==> src/rtl/scope_stream_pkg.sv <==
// ---------------------------------------------------------------------------
// scope_stream_pkg
// Definitions shared by the ADC capture streaming blocks:
//   ADC_W / LANE_W : default ADC word width and transmit lane width
//   lanes()        : number of OUT_W lanes contained in an IN_W word
//   ser_state_e    : serializer state encoding (IDLE / SHIFT)
// ---------------------------------------------------------------------------
package scope_stream_pkg;

  localparam int unsigned ADC_W  = 32;
  localparam int unsigned LANE_W = 8;

  typedef enum logic {
    IDLE  = 1'b0,
    SHIFT = 1'b1
  } ser_state_e;

  function automatic int unsigned lanes(input int unsigned in_w,
                                        input int unsigned out_w);
    return (out_w == 0) ? 0 : in_w / out_w;
  endfunction

endpackage

==> src/rtl/word_serializer.sv <==
// ---------------------------------------------------------------------------
// word_serializer
// Takes one IN_W-bit word per valid/ready handshake and emits it as up to
// N = IN_W/OUT_W lanes on a valid/ready output stream. Lane order is set by
// MSB_FIRST. in_cnt selects a short word (beats - 1, clamped to N-1). The
// next word is accepted on the last beat of the current one, so back-to-back
// traffic runs at one beat per clock.
//
// Ports:
//   clk, rst              clock, synchronous active-high reset
//   in_valid / in_ready   input word handshake
//   in_data  [IN_W]       word to serialize
//   in_cnt   [CW]         beats to emit minus 1
//   out_valid / out_ready output beat handshake
//   out_data [OUT_W]      current lane
//   out_last              final beat of the word
//   busy                  a word is held (same as out_valid)
// ---------------------------------------------------------------------------
module word_serializer
  import scope_stream_pkg::*;
#(
  parameter  int unsigned IN_W      = ADC_W,
  parameter  int unsigned OUT_W     = LANE_W,
  parameter  bit          MSB_FIRST = 1'b1,
  localparam int unsigned N         = lanes(IN_W, OUT_W),
  localparam int unsigned CW        = (N > 1) ? $clog2(N) : 1
) (
  input  logic             clk,
  input  logic             rst,
  input  logic             in_valid,
  output logic             in_ready,
  input  logic [IN_W-1:0]  in_data,
  input  logic [CW-1:0]    in_cnt,
  output logic             out_valid,
  input  logic             out_ready,
  output logic [OUT_W-1:0] out_data,
  output logic             out_last,
  output logic             busy
);

  if (((IN_W % OUT_W) != 0) || (N < 2)) begin : g_param_check
    $fatal(1, "word_serializer: IN_W must be a multiple of OUT_W with N >= 2");
  end

  // Lane presented on out_data; the register shifts toward this end.
  localparam int unsigned LANE_LO = MSB_FIRST ? (IN_W - OUT_W) : 0;
  localparam logic [CW-1:0] MAX_REM = CW'(N - 1);

  ser_state_e      r_state;
  logic [IN_W-1:0] r_sreg;
  logic [CW-1:0]   r_rem;

  ser_state_e      w_state_n;
  logic [IN_W-1:0] w_sreg_n;
  logic [CW-1:0]   w_rem_n;
  logic [CW-1:0]   w_cnt_clamped;
  logic [IN_W-1:0] w_sreg_shifted;
  logic            w_out_valid;
  logic            w_out_last;
  logic            w_out_fire;
  logic            w_in_ready;
  logic            w_in_fire;

  always_comb begin
    w_out_valid    = (r_state == SHIFT);
    w_out_last     = w_out_valid & (r_rem == '0);
    w_out_fire     = w_out_valid & out_ready;
    // Combinational from out_ready: a word is taken on the final beat.
    w_in_ready     = (r_state == IDLE) | (w_out_fire & w_out_last);
    w_in_fire      = in_valid & w_in_ready;
    w_cnt_clamped  = (in_cnt > MAX_REM) ? MAX_REM : in_cnt;
    w_sreg_shifted = MSB_FIRST ? (r_sreg << OUT_W) : (r_sreg >> OUT_W);
  end

  always_comb begin
    w_state_n = r_state;
    w_sreg_n  = r_sreg;
    w_rem_n   = r_rem;
    unique case (r_state)
      IDLE: begin
        if (w_in_fire) begin
          w_sreg_n  = in_data;
          w_rem_n   = w_cnt_clamped;
          w_state_n = SHIFT;
        end
      end
      SHIFT: begin
        if (w_out_fire) begin
          if (r_rem != '0) begin
            w_sreg_n = w_sreg_shifted;
            w_rem_n  = r_rem - CW'(1);
          end else if (w_in_fire) begin
            w_sreg_n = in_data;
            w_rem_n  = w_cnt_clamped;
          end else begin
            w_sreg_n  = w_sreg_shifted;
            w_state_n = IDLE;
          end
        end
      end
      default: w_state_n = IDLE;
    endcase
  end

  always_ff @(posedge clk) begin
    if (rst) begin
      r_state <= IDLE;
      r_sreg  <= '0;
      r_rem   <= '0;
    end else begin
      r_state <= w_state_n;
      r_sreg  <= w_sreg_n;
      r_rem   <= w_rem_n;
    end
  end

  assign in_ready  = w_in_ready;
  assign out_valid = w_out_valid;
  assign out_last  = w_out_last;
  assign busy      = w_out_valid;
  assign out_data  = r_sreg[LANE_LO +: OUT_W];

endmodule

==> config.mk <==
export PLATFORM = sky130hd
export DESIGN_NAME = word_serializer
export DESIGN_NICKNAME = d
export VERILOG_FILES = /design/src/rtl/scope_stream_pkg.sv /design/src/rtl/word_serializer.sv
export SDC_FILE = /design/constraint.sdc
export NUM_CORES = 1
export LEC_CHECK = 0
export CAP_MARGIN = 20
export CORE_MARGIN = 5
export CORE_UTILIZATION = 47
export DETAILED_ROUTE_END_ITERATION = 16
export PLACE_DENSITY_LB_ADDON = 0.2
export REMOVE_ABC_BUFFERS = 1
export SLEW_MARGIN = 15
export SYNTH_ARGS = -nofsm -noshare
export SYNTH_HDL_FRONTEND = slang
export SYNTH_SLANG_ARGS = --single-unit
==> constraint.sdc <==
create_clock -name clk -period 2.1 [get_ports clk]
set_clock_uncertainty 0.15 [all_clocks]
set_input_delay 0.525 -clock clk [delete_from_list [all_inputs] [get_ports clk]]
set_output_delay 0.525 -clock clk [all_outputs]
set_load 0.02 [all_outputs]
# Yosys cells after proc, flatten, opt, wreduce, memory -nomap -nowiden
# Cells that the tools add are included.
[totals]
wordCells = 30
reg_bits = 35
out_inout_bits = 12
[op_classes]
magnitude_cmp = 1
reduce_logical = 3
n_mux = 14
addsub = 1
n_eq_ne = 2
n_bitwise = 6
[op_table]
columns = ["op", "count"]
rows = [
  ["two-way mux 32 bit", 4],
  ["one-hot mux 32 bit (2 select lines)", 1],
  ["two-way mux 2 bit", 4],
  ["bitwise AND 1 bit", 4],
  ["one-hot mux 2 bit (2 select lines)", 1],
  ["two-way mux 1 bit", 3],
  ["greater-than comparator 2 bit (second input constant)", 1],
  ["zero test 2 bit", 1],
  ["!= test 2 x 1 -> 1 bit (second input constant)", 1],
  ["!= test 2 bit (second input constant)", 1],
  ["one-hot mux 1 bit (2 select lines)", 1],
  ["AND reduction 2 bit", 1],
  ["nonzero test 2 bit", 1],
  ["subtractor 2 x 1 -> 2 bit (second input constant)", 1],
  ["NOT 1 bit", 1],
  ["bitwise OR 1 bit", 1],
]

# Depth between registers and ports, before layout
[depth]
ltp_word = 9
ltp_mapped = 6
mapped_depth_nobuf = 4

# Worst setup path after synthesis
# Ideal clock, no wire load.
[synth_path]
kind = "register to output"
from = "reg r_state (netlist: busy)"
to = "out out_last"
path_stages_with_launch = 3
path_slack_ns = 0.223
arrival_ns = 1.202
path_cell_list = "dfxtp_1 > clkbuf_8 > nor3b_1"
[synth_between]
elab_chain_cells = 1
[synth_rtl]
columns = ["element", "line_no", "source"]
rows = [
  ["start, declared", "word_serializer.sv:49", "ser_state_e r_state;"],
  ["start signal, assigned", "word_serializer.sv:111", "r_state <= w_state_n;"],
  ["bitwise AND 1 bit", "word_serializer.sv:66", "w_out_last = w_out_valid & (r_rem == '0);"],
  ["end, declared", "word_serializer.sv:37", "output logic out_last,"],
]
# Every way passes these cells.

# Worst setup path after layout
[layout_path]
from = "reg r_state (netlist: busy)"
to = "out out_valid"
[layout_lines]
columns = ["element", "line_no", "source"]
rows = [
  ["end, declared", "word_serializer.sv:34", "output logic out_valid,"],
]
# No word-level cell between the ends.

==> run summary <==
reg2reg setup slack - 0.53 ns
setup TNS - 0 ns
DRT iter0 DRCs - 98
required time of the worst setup path - 1.42 ns
Post-synth EDFFs - 0
cell family with most CP delay - buffers and inverters
final max-slew violation count - 0
Initial Util - 48.6%
CP Data Arrival Time - 1.34 ns
Clock Path Buffers - 2
ant diodes - 0
Via density - 5.03
Post-Route WL - 3.73 mm
slowest library cell on the worst path - clkdlybuf4s50_1
cell taking the most area after synthesis - dfxtp_1
GRT overflow - 0
hold path start - r_sreg[0]$_SDFFE_PP0P_
Peak Freq - 0.497 GHz
hold_buf cts - 0
Tcrit/Tclk final - 95.8%
CP Class - reg2out
routability cong. - 0.741
CTS Buf Count - 5
Sequential Area - 701 µm²
clock latency at the later pin of the worst-skew pair - 0.28 ns
setup violators final - 0
crit-path cells - clkdlybuf4s50_1
number of port buffers - 49
Post-synth ARST share - 0%
Max Cap Viol - 0
Post-DRT Antenna Nets - 0
wire length of the first global-routing pass - 6.25 mm
final worst path period need - 2.01 ns
R2R depth - 6
RSZ-0062 raised after global routing - no
FF-to-FF End - r_sreg[21]$_SDFFE_PP0P_
CTS tree - done
Multi-input gate area - 885 µm²
DRT Pass-1 Iters - 4
Startpoint Class - register
Nets - 283
final instance area - 2400 µm²
Vias - 1480
die height - 71.8 µm
clk sinks - 35
Syn Inst Count - 200
Pwr Density - 698 nW/µm²
peak supply drop - 0.000390 V
Min Hold Slack - 0.315 ns
vias in the first global route - 1415
largest net degree at the start of global routing - 33
Final Util - 65.0%
Root Driver - clkbuf_8
status - complete, no violations
Routed WL per cell - 12.7 µm
GRT Util Overall - 15.1%
Crit. End Element - primary output
Synth Warn # - 0
H-tree lvl count - 2
die width - 71.8 µm
Layout fillers - 338
worst-margin pin slew - 0.455 ns
Yosys cell types - 25
Setup Buffers After CTS - 0
Max-slew headroom - 69.7%
Top FF cell, synth - dfxtp_1
top-area cell type share of the netlist area - 39.1%
placed cell count - 286
area delta synth->final - 33.7%
sequential share of the synthesized area - 39.1%
post-route insts no fill - 294
average size of a mapped cell - 8.96 µm²
Hold Path Stages - 2
Top Ports - 50
largest cells by area after synthesis - dfxtp_1, a211oi_2, a21oi_2, nand2_1, nor2_1
# rows - 22
crit-path max FO - 5
Worst Path Buf+Inv - 1
HP Class - reg2reg
Worst-path clk slew - 0.06 ns
endpoints failing hold - 0
DRC - 0
Crit Reg-Reg Startpoint - busy$_SDFF_PP0_
Critical Path Max Stage Delay - 0.64 ns
synthesized flop and latch total - 35
hpwl dp - 2.60 mm
Pleak - 0.932 nW
die footprint - 5150 µm²
dpl cell area - 2310 µm²
share of layout cells above drive strength 1 - 27.2%
CORE AREA - 3690 µm²
Post-Syn Area - 1790 µm²
Worst Hold End - r_sreg[0]$_SDFFE_PP0P_
initial antenna violation count - 0
-- routing by layer --
| metal | wire length (µm) | global-route usage [%] |
|---|---|---|
| met3 | 204 | 4.77 |
| met2 | 1880 | 25.7 |
| met4 | 31 | 5.01 |
| met1 | 1610 | 18.0 |
| met5 | 0 | 0 |
-- logic make-up (layout without fill, tap and decap cells) --
group	Yosys count	after routing	share of synthesized area [%]
compound gates	65	65	32.2
flops	35	35	39.1
buf+inv	28	74	11.8
simple gates	72	72	17.0
-- cell type report --
cell class	count	area share [%]
Clock buffer	7	3.18
Clock inverter	1	0.209
Inverter	2	0.313
Multi-Input combinational cell	137	36.9
Sequential cell	35	29.2
Tap cell	48	2.51
Timing Repair Buffer	64	27.7
-- Yosys cell counts, types with 2 or more instances --
cell / number
dfxtp_1: 35
nand2_1: 33
nor2_1: 26
a21oi_2: 21
a211oi_2: 20
a21oi_1: 15
buf_4: 11
nand3_1: 8
buf_2: 6
a211oi_1: 4
clkbuf_1: 4
buf_12: 2
buf_6: 2
inv_1: 2
-- power breakdown --
part / switching, mW / leakage (nW) / internal [mW]
clock network: 0.234 / 0.0422 / 0.233
logic: 0.218 / 0.600 / 0.227
registers: 0.0366 / 0.290 / 0.724
total: 0.489 / 0.932 / 1.18
-- stage by stage --
| step | setup WS [ns] | power, mW |
|---|---|---|
| 4_1_cts | -0.00232 | 1.69 |
| 5_1_grt | 0.0198 | 1.76 |
| 3_5_place_dp | -0.556 | 1.22 |
| 3_3_place_gp | -0.508 | 1.22 |
| 2_1_floorplan | -0.174 | 1.00 |
| 6_report | 0.0881 | 1.67 |
-- what timing repair did --
item	CTS	global route
pin swaps	0	1
setup endpoints to repair	2	1
gates resized for setup	10	1
-- flip-flops by register name (all words and copies together), names as in the netlist --
signal,flops
r_rem,2
r_sreg,32
busy,1
-- how the worst max path moves through the flow --
stage | start | to | slack (ns) | depth (start not counted)
after CTS | out_ready | in_ready | -0.002 | 4
final | busy$_SDFF_PP0_ | out_valid | 0.09 | 1
after global routing | busy$_SDFF_PP0_ | busy | 0.02 | 1
after floorplan | busy$_SDFF_PP0_ | r_sreg[21]$_SDFFE_PP0P_ | -0.17 | 3
after detailed placement | out_ready | in_ready | -0.56 | 4
after global placement | out_ready | in_ready | -0.51 | 4
-- placed cells by master (no fill, tap or decap), drive strengths merged, types with 2 or more instances in the layout --
master | Yosys | routed
inv | 2 | 2
nor2 | 27 | 27
nand2 | 33 | 33
nand3 | 8 | 8
a211oi | 24 | 24
dfxtp | 35 | 35
a21o | 2 | 2
a21oi | 36 | 36
clkbuf | 5 | 7
buf | 21 | 17
clkdlybuf4s50 | 0 | 45
No activity file was read; power rests on OpenSTA's default activity.
